==> src/rtl/mul_share_arbiter.sv <==
// Round-robin front end for one shared 64x64 multiplier; grant-to-response is core latency + 3 cycles (timeout bounds WAIT).
// Requesters hold req_valid until their one-cycle req_ack; no new grant until the cycle after CLEAR.
module mul_share_arbiter #(
    parameter int NUM_REQ = 4,
    parameter int ID_W    = 2,
    parameter int TIMEOUT = 255
) (
    input  logic                  clk,
    input  logic                  reset,
    input  logic [NUM_REQ-1:0]    req_valid,
    input  logic [NUM_REQ*64-1:0] req_a,
    input  logic [NUM_REQ*64-1:0] req_b,
    output logic [NUM_REQ-1:0]    req_ack,
    input  logic                  flush,
    output logic                  rsp_valid,
    output logic [ID_W-1:0]       rsp_id,
    output logic [127:0]          rsp_result,
    output logic                  rsp_err,
    output logic                  busy,
    output logic [63:0]           mul_a,
    output logic [63:0]           mul_b,
    output logic                  mul_start,
    output logic                  mul_clear,
    input  logic                  mul_done,
    input  logic [127:0]          mul_result
);

    localparam int TMR_W = $clog2(TIMEOUT + 1);

    typedef enum logic [1:0] {
        S_IDLE,
        S_START,
        S_WAIT,
        S_CLEAR
    } state_t;

    state_t           state;
    logic [ID_W-1:0]  rr_ptr;
    logic [ID_W-1:0]  cur_id;
    logic [ID_W-1:0]  win_id;
    logic [ID_W-1:0]  win_nxt;
    logic             win_vld;
    logic [TMR_W-1:0] timer;
    logic [63:0]      op_a [NUM_REQ];
    logic [63:0]      op_b [NUM_REQ];
    int               idx;

    for (genvar i = 0; i < NUM_REQ; i++) begin : g_unpack
        assign op_a[i] = req_a[64*i +: 64];
        assign op_b[i] = req_b[64*i +: 64];
    end

    // First requester at or after rr_ptr, wrapping modulo NUM_REQ.
    always_comb begin
        win_vld = 1'b0;
        win_id  = '0;
        idx     = 0;
        for (int k = 0; k < NUM_REQ; k++) begin
            idx = int'(rr_ptr) + k;
            if (idx >= NUM_REQ) begin
                idx = idx - NUM_REQ;
            end
            if (!win_vld && req_valid[ID_W'(idx)]) begin
                win_vld = 1'b1;
                win_id  = ID_W'(idx);
            end
        end
        win_nxt = (win_id == ID_W'(NUM_REQ - 1)) ? '0 : win_id + 1'b1;
    end

    always_ff @(posedge clk or posedge reset) begin
        if (reset) begin
            state      <= S_IDLE;
            rr_ptr     <= '0;
            cur_id     <= '0;
            timer      <= '0;
            req_ack    <= '0;
            rsp_valid  <= 1'b0;
            rsp_id     <= '0;
            rsp_result <= '0;
            rsp_err    <= 1'b0;
            busy       <= 1'b0;
            mul_a      <= '0;
            mul_b      <= '0;
            mul_start  <= 1'b0;
            mul_clear  <= 1'b0;
        end else begin
            req_ack   <= '0;
            rsp_valid <= 1'b0;
            mul_start <= 1'b0;
            mul_clear <= 1'b0;
            case (state)
                S_IDLE: begin
                    if (win_vld) begin
                        mul_a     <= op_a[win_id];
                        mul_b     <= op_b[win_id];
                        cur_id    <= win_id;
                        req_ack   <= NUM_REQ'(1) << win_id;
                        rr_ptr    <= win_nxt;
                        mul_start <= 1'b1;
                        busy      <= 1'b1;
                        state     <= S_START;
                    end
                end
                S_START: begin
                    timer <= '0;
                    if (flush) begin
                        mul_clear <= 1'b1;
                        state     <= S_CLEAR;
                    end else begin
                        state <= S_WAIT;
                    end
                end
                S_WAIT: begin
                    timer <= timer + 1'b1;
                    // Abort beats a coincident done; done beats the timeout.
                    if (flush) begin
                        mul_clear <= 1'b1;
                        state     <= S_CLEAR;
                    end else if (mul_done) begin
                        rsp_valid  <= 1'b1;
                        rsp_id     <= cur_id;
                        rsp_result <= mul_result;
                        rsp_err    <= 1'b0;
                        mul_clear  <= 1'b1;
                        state      <= S_CLEAR;
                    end else if (timer == TMR_W'(TIMEOUT - 1)) begin
                        rsp_valid  <= 1'b1;
                        rsp_id     <= cur_id;
                        rsp_result <= '0;
                        rsp_err    <= 1'b1;
                        mul_clear  <= 1'b1;
                        state      <= S_CLEAR;
                    end
                end
                S_CLEAR: begin
                    busy  <= 1'b0;
                    state <= S_IDLE;
                end
                default: state <= S_IDLE;
            endcase
        end
    end

endmodule
==> config.mk <==
export PLATFORM = sky130hd
export DESIGN_NAME = mul_share_arbiter
export DESIGN_NICKNAME = d
export VERILOG_FILES = /design/src/rtl/mul_share_arbiter.sv
export SDC_FILE = /design/constraint.sdc
export NUM_CORES = 1
export LEC_CHECK = 0
export ABC_AREA = 0
export ABC_CLOCK_PERIOD_IN_PS = 7900
export BUFFER_PORTS_ARGS = -buffer_cell sky130_fd_sc_hd__buf_2
export CORE_AREA = 2 2 361 363
export CTS_CLUSTER_SIZE = 8
export DETAILED_ROUTE_END_ITERATION = 7
export DIE_AREA = 0 0 363 365
export GPL_TIMING_DRIVEN = 0
export PLACE_DENSITY = 0.33
export SLEW_MARGIN = 10
export SYNTH_ARGS = -nofsm -noshare
export SYNTH_HDL_FRONTEND = slang
export SYNTH_SLANG_ARGS = --single-unit
==> constraint.sdc <==
create_clock -name clk -period 7.9 [get_ports clk]
set_input_delay 0 -clock clk [delete_from_list [all_inputs] [get_ports clk]]
set_output_delay 0 -clock clk [all_outputs]
set_load 0.03 [all_outputs]
==> results of run 1 <==
==> state kept, by name, summed over array words and instances, names as in the netlist <==
signal and flops:
mul_start 1, rsp_id 2, rsp_valid 1, state 2, mul_clear 1, mul_b 64, rsp_result 128, timer 8
req_ack 4, cur_id 2, mul_a 64, rsp_err 1, rr_ptr 2, busy 1
==> stage by stage <==
stage          setup WS, ps  power (µW)  cells
2_1_floorplan           149        5920   1129
3_3_place_gp          -5270        8080   3718
3_5_place_dp           4890        8060   3721
4_1_cts                4300       11000   4294
5_1_grt                4150       11500   4302
6_report               4420       10800   4307
==> layout by cell type, fill, tap and decap left out, drive strengths merged, types with 4 or more instances in the layout <==
| master | count |
|---|---|
| a21oi | 4 |
| a22o | 128 |
| buf | 999 |
| clkbuf | 69 |
| dfrtp | 281 |
| diode | 13 |
| dlygate4sd3 | 518 |
| ha | 8 |
| inv | 16 |
| mux2i | 256 |
| nand2 | 154 |
| nand3 | 5 |
| nor2 | 8 |
| nor2b | 4 |
| o21ai | 14 |
| o221ai | 129 |
==> cell type report <==
| class | instances | area, µm² | area share (%) |
|---|---|---|---|
| diodes | 13 | 32.5 | 0.118 |
| repair buffers | 1435 | 9840 | 35.6 |
| clock inverters | 5 | 92.6 | 0.335 |
| plain buffers | 101 | 767 | 2.78 |
| well taps | 1675 | 2100 | 7.59 |
| inverters | 15 | 66.3 | 0.240 |
| multi-input cells | 732 | 6520 | 23.6 |
| flip-flops and latches | 281 | 7030 | 25.5 |
| clock buffers | 50 | 1170 | 4.25 |
==> cell families after synthesis <==
family / Yosys count
AO/OA/AOI/OAI: 286
XOR/XNOR: 1
adder cells (fa/ha/maj): 8
buffers and inverters: 116
flip-flops: 281
multiplexers: 257
AND/OR/NAND/NOR: 180
==> layer usage <==
metal / routed length (µm) / part of all wire [%]
met4: 1610 / 1.7
met3: 6920 / 7.2
met2: 49300 / 51
met1: 38100 / 40
met5: 170 / 0.18
==> worst max-delay path: stages (launching register included) <==
cell and delay, ps:
dfrtp_1 430, nor2b_1 170, a21oi_1 60, o221ai_1 150
buf_2 370, buf_6 330, buf_6 230, mux2i_1 280
dlygate4sd3_1 660, o221ai_2 110, dlygate4sd3_1 560
==> report_power, final <==
part           switching, µW  internal, µW  leakage (µW)  total (µW)
clock network            766          1070      0.000619        1840
registers                413          2120       0.00350        2530
logic                   3760          2680       0.00949        6440
==> final timing paths <==
kind,start,to,slack (ps),cells after the start
worst min register to register,rsp_id[0],rsp_id[0],470,2
worst max-delay path,rr_ptr[0],mul_b[52],4420,10
worst max register to register,rr_ptr[0],mul_b[52],4420,10
worst min-delay path,req_valid[0],state[1],60,4
max in group asynchronous,reset,req_ack[1],6070,6
min in group asynchronous,reset,rsp_result[10],570,4
==> flow_summary.toml, run 1 <==
[timing]
tns_ps = 0
grt_setup_unrepaired = "false"
fin_crit_sh_pct = 44.1
setup_viol = 0
drv_slew = 0
slew_headroom_pct = 42.5
period_minus_slack_ps = 3480
hold_slack_ps = 58.3
hold_violations = 0
worst_pin_slew_ps = 862
clock_skew_ps = 18.2
max_freq_mhz = 287

[cts]
clock_latency_ps = 610
cts_tree = "built"
cts_resized = 0
cts_hold_buf = 518
root_buffer = "clkbuf_16"
clockBufferDepth = 3
clkSinkCount = 281
cts_inserted_buffers = 43
clk_pin_slew_worst_paths_ps = 60
post-cts-setup-buffers = 0
htree_num_levels = 2

[worst_setup_path]
arrival_ps = 3950
cp.required_ps = 8370
worst_setup_path_end_kind = "flip-flop"
crit_path_start_kind = "flip-flop"
cp_max_fo = 10
path_class = "reg2reg"

[drt]
routedWlPerCell_um = 22.3
postRouteAntennaNets = 0
drt-total-wl_mm = 96.1
drc_errors = 0
first_pass_iters = 4
routed-via-count = 15783
drt_iter0_markers = 581
via_per_inst = 3.66

[finish]
synthToLayoutAreaGrowth_pct = 92.1
drive_gt1_share_pct = 44.5
postLayoutCellArea_um2 = 27600
fill_cells = 14150
final_nets = 3265
final_core_util_pct = 21.5

[logic_synthesis]
async_flop_share_pct = 100
muxShareOfSynthArea_pct = 17.9
avgSynthCellArea_um2 = 12.7
synth_commonest_cells = "281 x dfrtp_1, 256 x mux2i_1, 152 x nand2_1, 128 x a22o_1, 108 x o221ai_2"
synth_fp_nets = 1785
synth-edff-count = 0
synth_compound_gate_area_share_pct = 21.6
synthFlopType = "dfrtp_1"
synth_cell_types = 40
syn_area_um2 = 14400
synth-simple-area-share_pct = 5.13
netlist.top_cell.by_area = "dfrtp_1"
synth_adder_area_share_pct = 0.696
synthTopCellsByArea = "dfrtp_1 49%, mux2i_1 18%, o221ai_2 11%, a22o_1 7.8%, nand2_1 4.0%"
synth.top_cell.area_share_pct = 48.9
synth_xor_xnor_area_share_pct = 0.0609
synth_warnings = 0
synthCells = 1129
synth_most_common_cell = "dfrtp_1"
synth_top_family_by_area = "compound AO/OA/AOI/OAI gates"
ys_ff_latch = 281
seq_area_frac_synth_pct = 48.9

[grt]
grt_util_met2_pct = 25.3
grt_max_degree = 91
grt-ovfl-total = 0
use_met1_pct = 16.0
antenna_found_initial = 42
gr-usage-all-layers_pct = 13.9
use_met3_pct = 4.09
grt_busiest_layer = "met2"
grt_pass1_wl_mm = 130
first_global_vias = 16792

[floorplanning]
rows = 132
die_w_um = 363
die_area_um2 = 132000
die_height_um = 365
core_area_um2 = 129000
io_pins = 915
start_util_pct = 11.2

[job]
cap_violations = 0

[status]
status = "finished, final reports clean"

[pwr]
power_density_nw_per_um2 = 391
ir_drop_mv = 0.183
p_leak_uw = 0.0136

[worst_hold_path]
hold_path_class = "in2reg"

[placed_design]
place_congestion = 0.790
post-dp-hpwl_mm = 77.0
place_area_um2 = 21100
port_buffers = 914
Note: power is estimated with default switching activity, not from simulation.
==> run 2, diff against run 1 <==
Settings changed: ABC_CLOCK_PERIOD_IN_PS 7900 to 2900.
Clock period 7.9 ns to 2.9 ns, I/O delays scaled along.
==> flow_summary.toml, run 2 (synthesis results as in run 1) <==
[status]
status = "finished, final reports clean"

[timing]
fin_crit_sh_pct = 92.2
drv_slew = 0
hold_violations = 0
period_minus_slack_ps = 2670
max_freq_mhz = 374
clock_skew_ps = 22.4
worst_pin_slew_ps = 788
fin_ws_ps = 225
grt_setup_unrepaired = "false"
setup_viol = 0
slew_headroom_pct = 47.5

[pwr]
ir_drop_mv = 0.469
power_density_nw_per_um2 = 972
p_leak_uw = 0.0141

[grt]
gr-usage-all-layers_pct = 14.3
grt-ovfl-total = 0
grt_pass1_wl_mm = 134
first_global_vias = 17286
grt_max_degree = 32
antenna_found_initial = 51

[floorplanning]
io_pins = 915
die_area_um2 = 132000
die_height_um = 365
rows = 132
start_util_pct = 11.2
core_area_um2 = 129000
die_w_um = 363

[worst_setup_path]
worst_path_max_delay_cell = "dlygate4sd3_1"
arrival_ps = 3150
cp.depth = 9
crit_path_start_kind = "flip-flop"
worst_setup_path_end_kind = "flip-flop"
critPathMaxStageDelay_ps = 570
cp_max_fo = 10
cp.required_ps = 3380
timing.critical_path.mode_cell = "buf_6"
r2r_cells = 9
cpLargestDelayFamily = "buffers and inverters"
cp_num_buf_inv = 5
path_class = "reg2reg"
crit_chain = "inv_1, ha_1, nand2_4, inv_4, nand2b_2, buf_6, buf_6, o221ai_2, dlygate4sd3_1"

[worst_hold_path]
hold_path_class = "in2reg"
holdPathStages = 4

[drt]
drc_errors = 0
drt_iter0_markers = 667
via_per_inst = 3.65
first_pass_iters = 7
routed-via-count = 16188
routedWlPerCell_um = 22.6
drt-total-wl_mm = 100
postRouteAntennaNets = 0

[cts]
clkSinkCount = 281
clk_pin_slew_worst_paths_ps = 50
clock_latency_ps = 610
htree_num_levels = 2
post-cts-setup-buffers = 0
clockBufferDepth = 3
cts_tree = "built"
root_buffer = "clkbuf_16"
cts_inserted_buffers = 45

[placed_design]
placed_cells = 3728
place_congestion = 0.803
dp_slack_ps = -55.2
post-dp-hpwl_mm = 80.7
port_buffers = 914

[finish]
fill_cells = 14060
largest_reg_flops = 128
top_register = "rsp_result"
seqCellArea_um2 = 7030
final_cells = 4431
reg_top3 = "rsp_result (128), mul_a (64), mul_b (64)"
multi_input_area_um2 = 6520
final_cell_mix = "944 x buf_2, 628 x dlygate4sd3_1, 281 x dfrtp_1, 256 x mux2i_1, 152 x nand2_1"
synthToLayoutAreaGrowth_pct = 102
drive_gt1_share_pct = 43.0
layout_commonest_cell = "buf_2"
final_nets = 3384

[job]
cap_violations = 0
-- run 2: cell types whose count changed in the layout (fill, tap and decap cells not counted), moves of 2 or more --
cell           before  now
buf_12              0    9
clkinv_2            1    3
buf_8               1    3
buf_16              3    1
bufinv_16           1    5
buf_6              45   43
clkbuf_16          44   46
clkbuf_2            0    2
dlygate4sd3_1     518  628
-- run 2: timing repair --
action,CTS,global route
setup endpoints to repair,39,44
gates resized for setup,1,4
hold buffers,628,0
hold endpoints to repair,332,0
-- run 2: path summary, 6_finish.rpt --
path	from	to	slack (ps)
max reg2reg	state[1]	mul_a[49]	230
min in group asynchronous	reset	rsp_result[37]	610
max	state[1]	mul_a[49]	230
max in group asynchronous	reset	rsp_valid	810
min reg2reg	mul_a[14]	mul_a[14]	480
min	mul_done	mul_clear	50
-- run 2: tightest hold or removal path, delay by kind of cell --
kind,cells,cell delay [ps]
buf+inv,1,130
compound gates,2,360
simple gates,1,80
-- run 2: layout make-up --
class | instances | share of cell area (%)
timing repair buffer | 1552 | 38.2
sequential | 281 | 24.2
multi-input combinational | 732 | 22.5
tap | 1675 | 7.22
clock buffer | 52 | 4.18
buffer | 101 | 2.69
clock inverter | 10 | 0.694
inverter | 15 | 0.216
antenna | 13 | 0.112
-- run 2: per-stage QoR --
| step | hold slack [ps] | util (%) | total power [µW] | setup TNS, ps | cell area, µm² |
|---|---|---|---|---|---|
| finish | 47.5 | 22.5 | 28200 | 0 | 29000 |
| global route | 71.7 | 22.5 | 29900 | 0 | 29000 |
| CTS | 4.57 | 22.5 | 28800 | 0 | 29000 |
| detailed placement | 108 | 16.5 | 22000 | -967 | 21300 |
| global placement | 217 | 16.4 | 22000 | -1045860 | 21100 |
| floorplan | 133 | - | 16100 | -230790 | 14400 |
-- run 2: report_power, final --
part / internal [µW] / switching, µW
Combinational: 5820 / 10000
Sequential: 5770 / 1110
Clock: 3370 / 2120
Total: 15000 / 13200
-- run 2: per-layer routing --
layer	GRT usage, %	vias to the layer above	wire length, µm
li1	-	7549	-
met1	16.6	7814	39800
met2	25.3	638	49900
met3	4.39	149	7110
met4	4.17	38	3000
met5	0	-	236
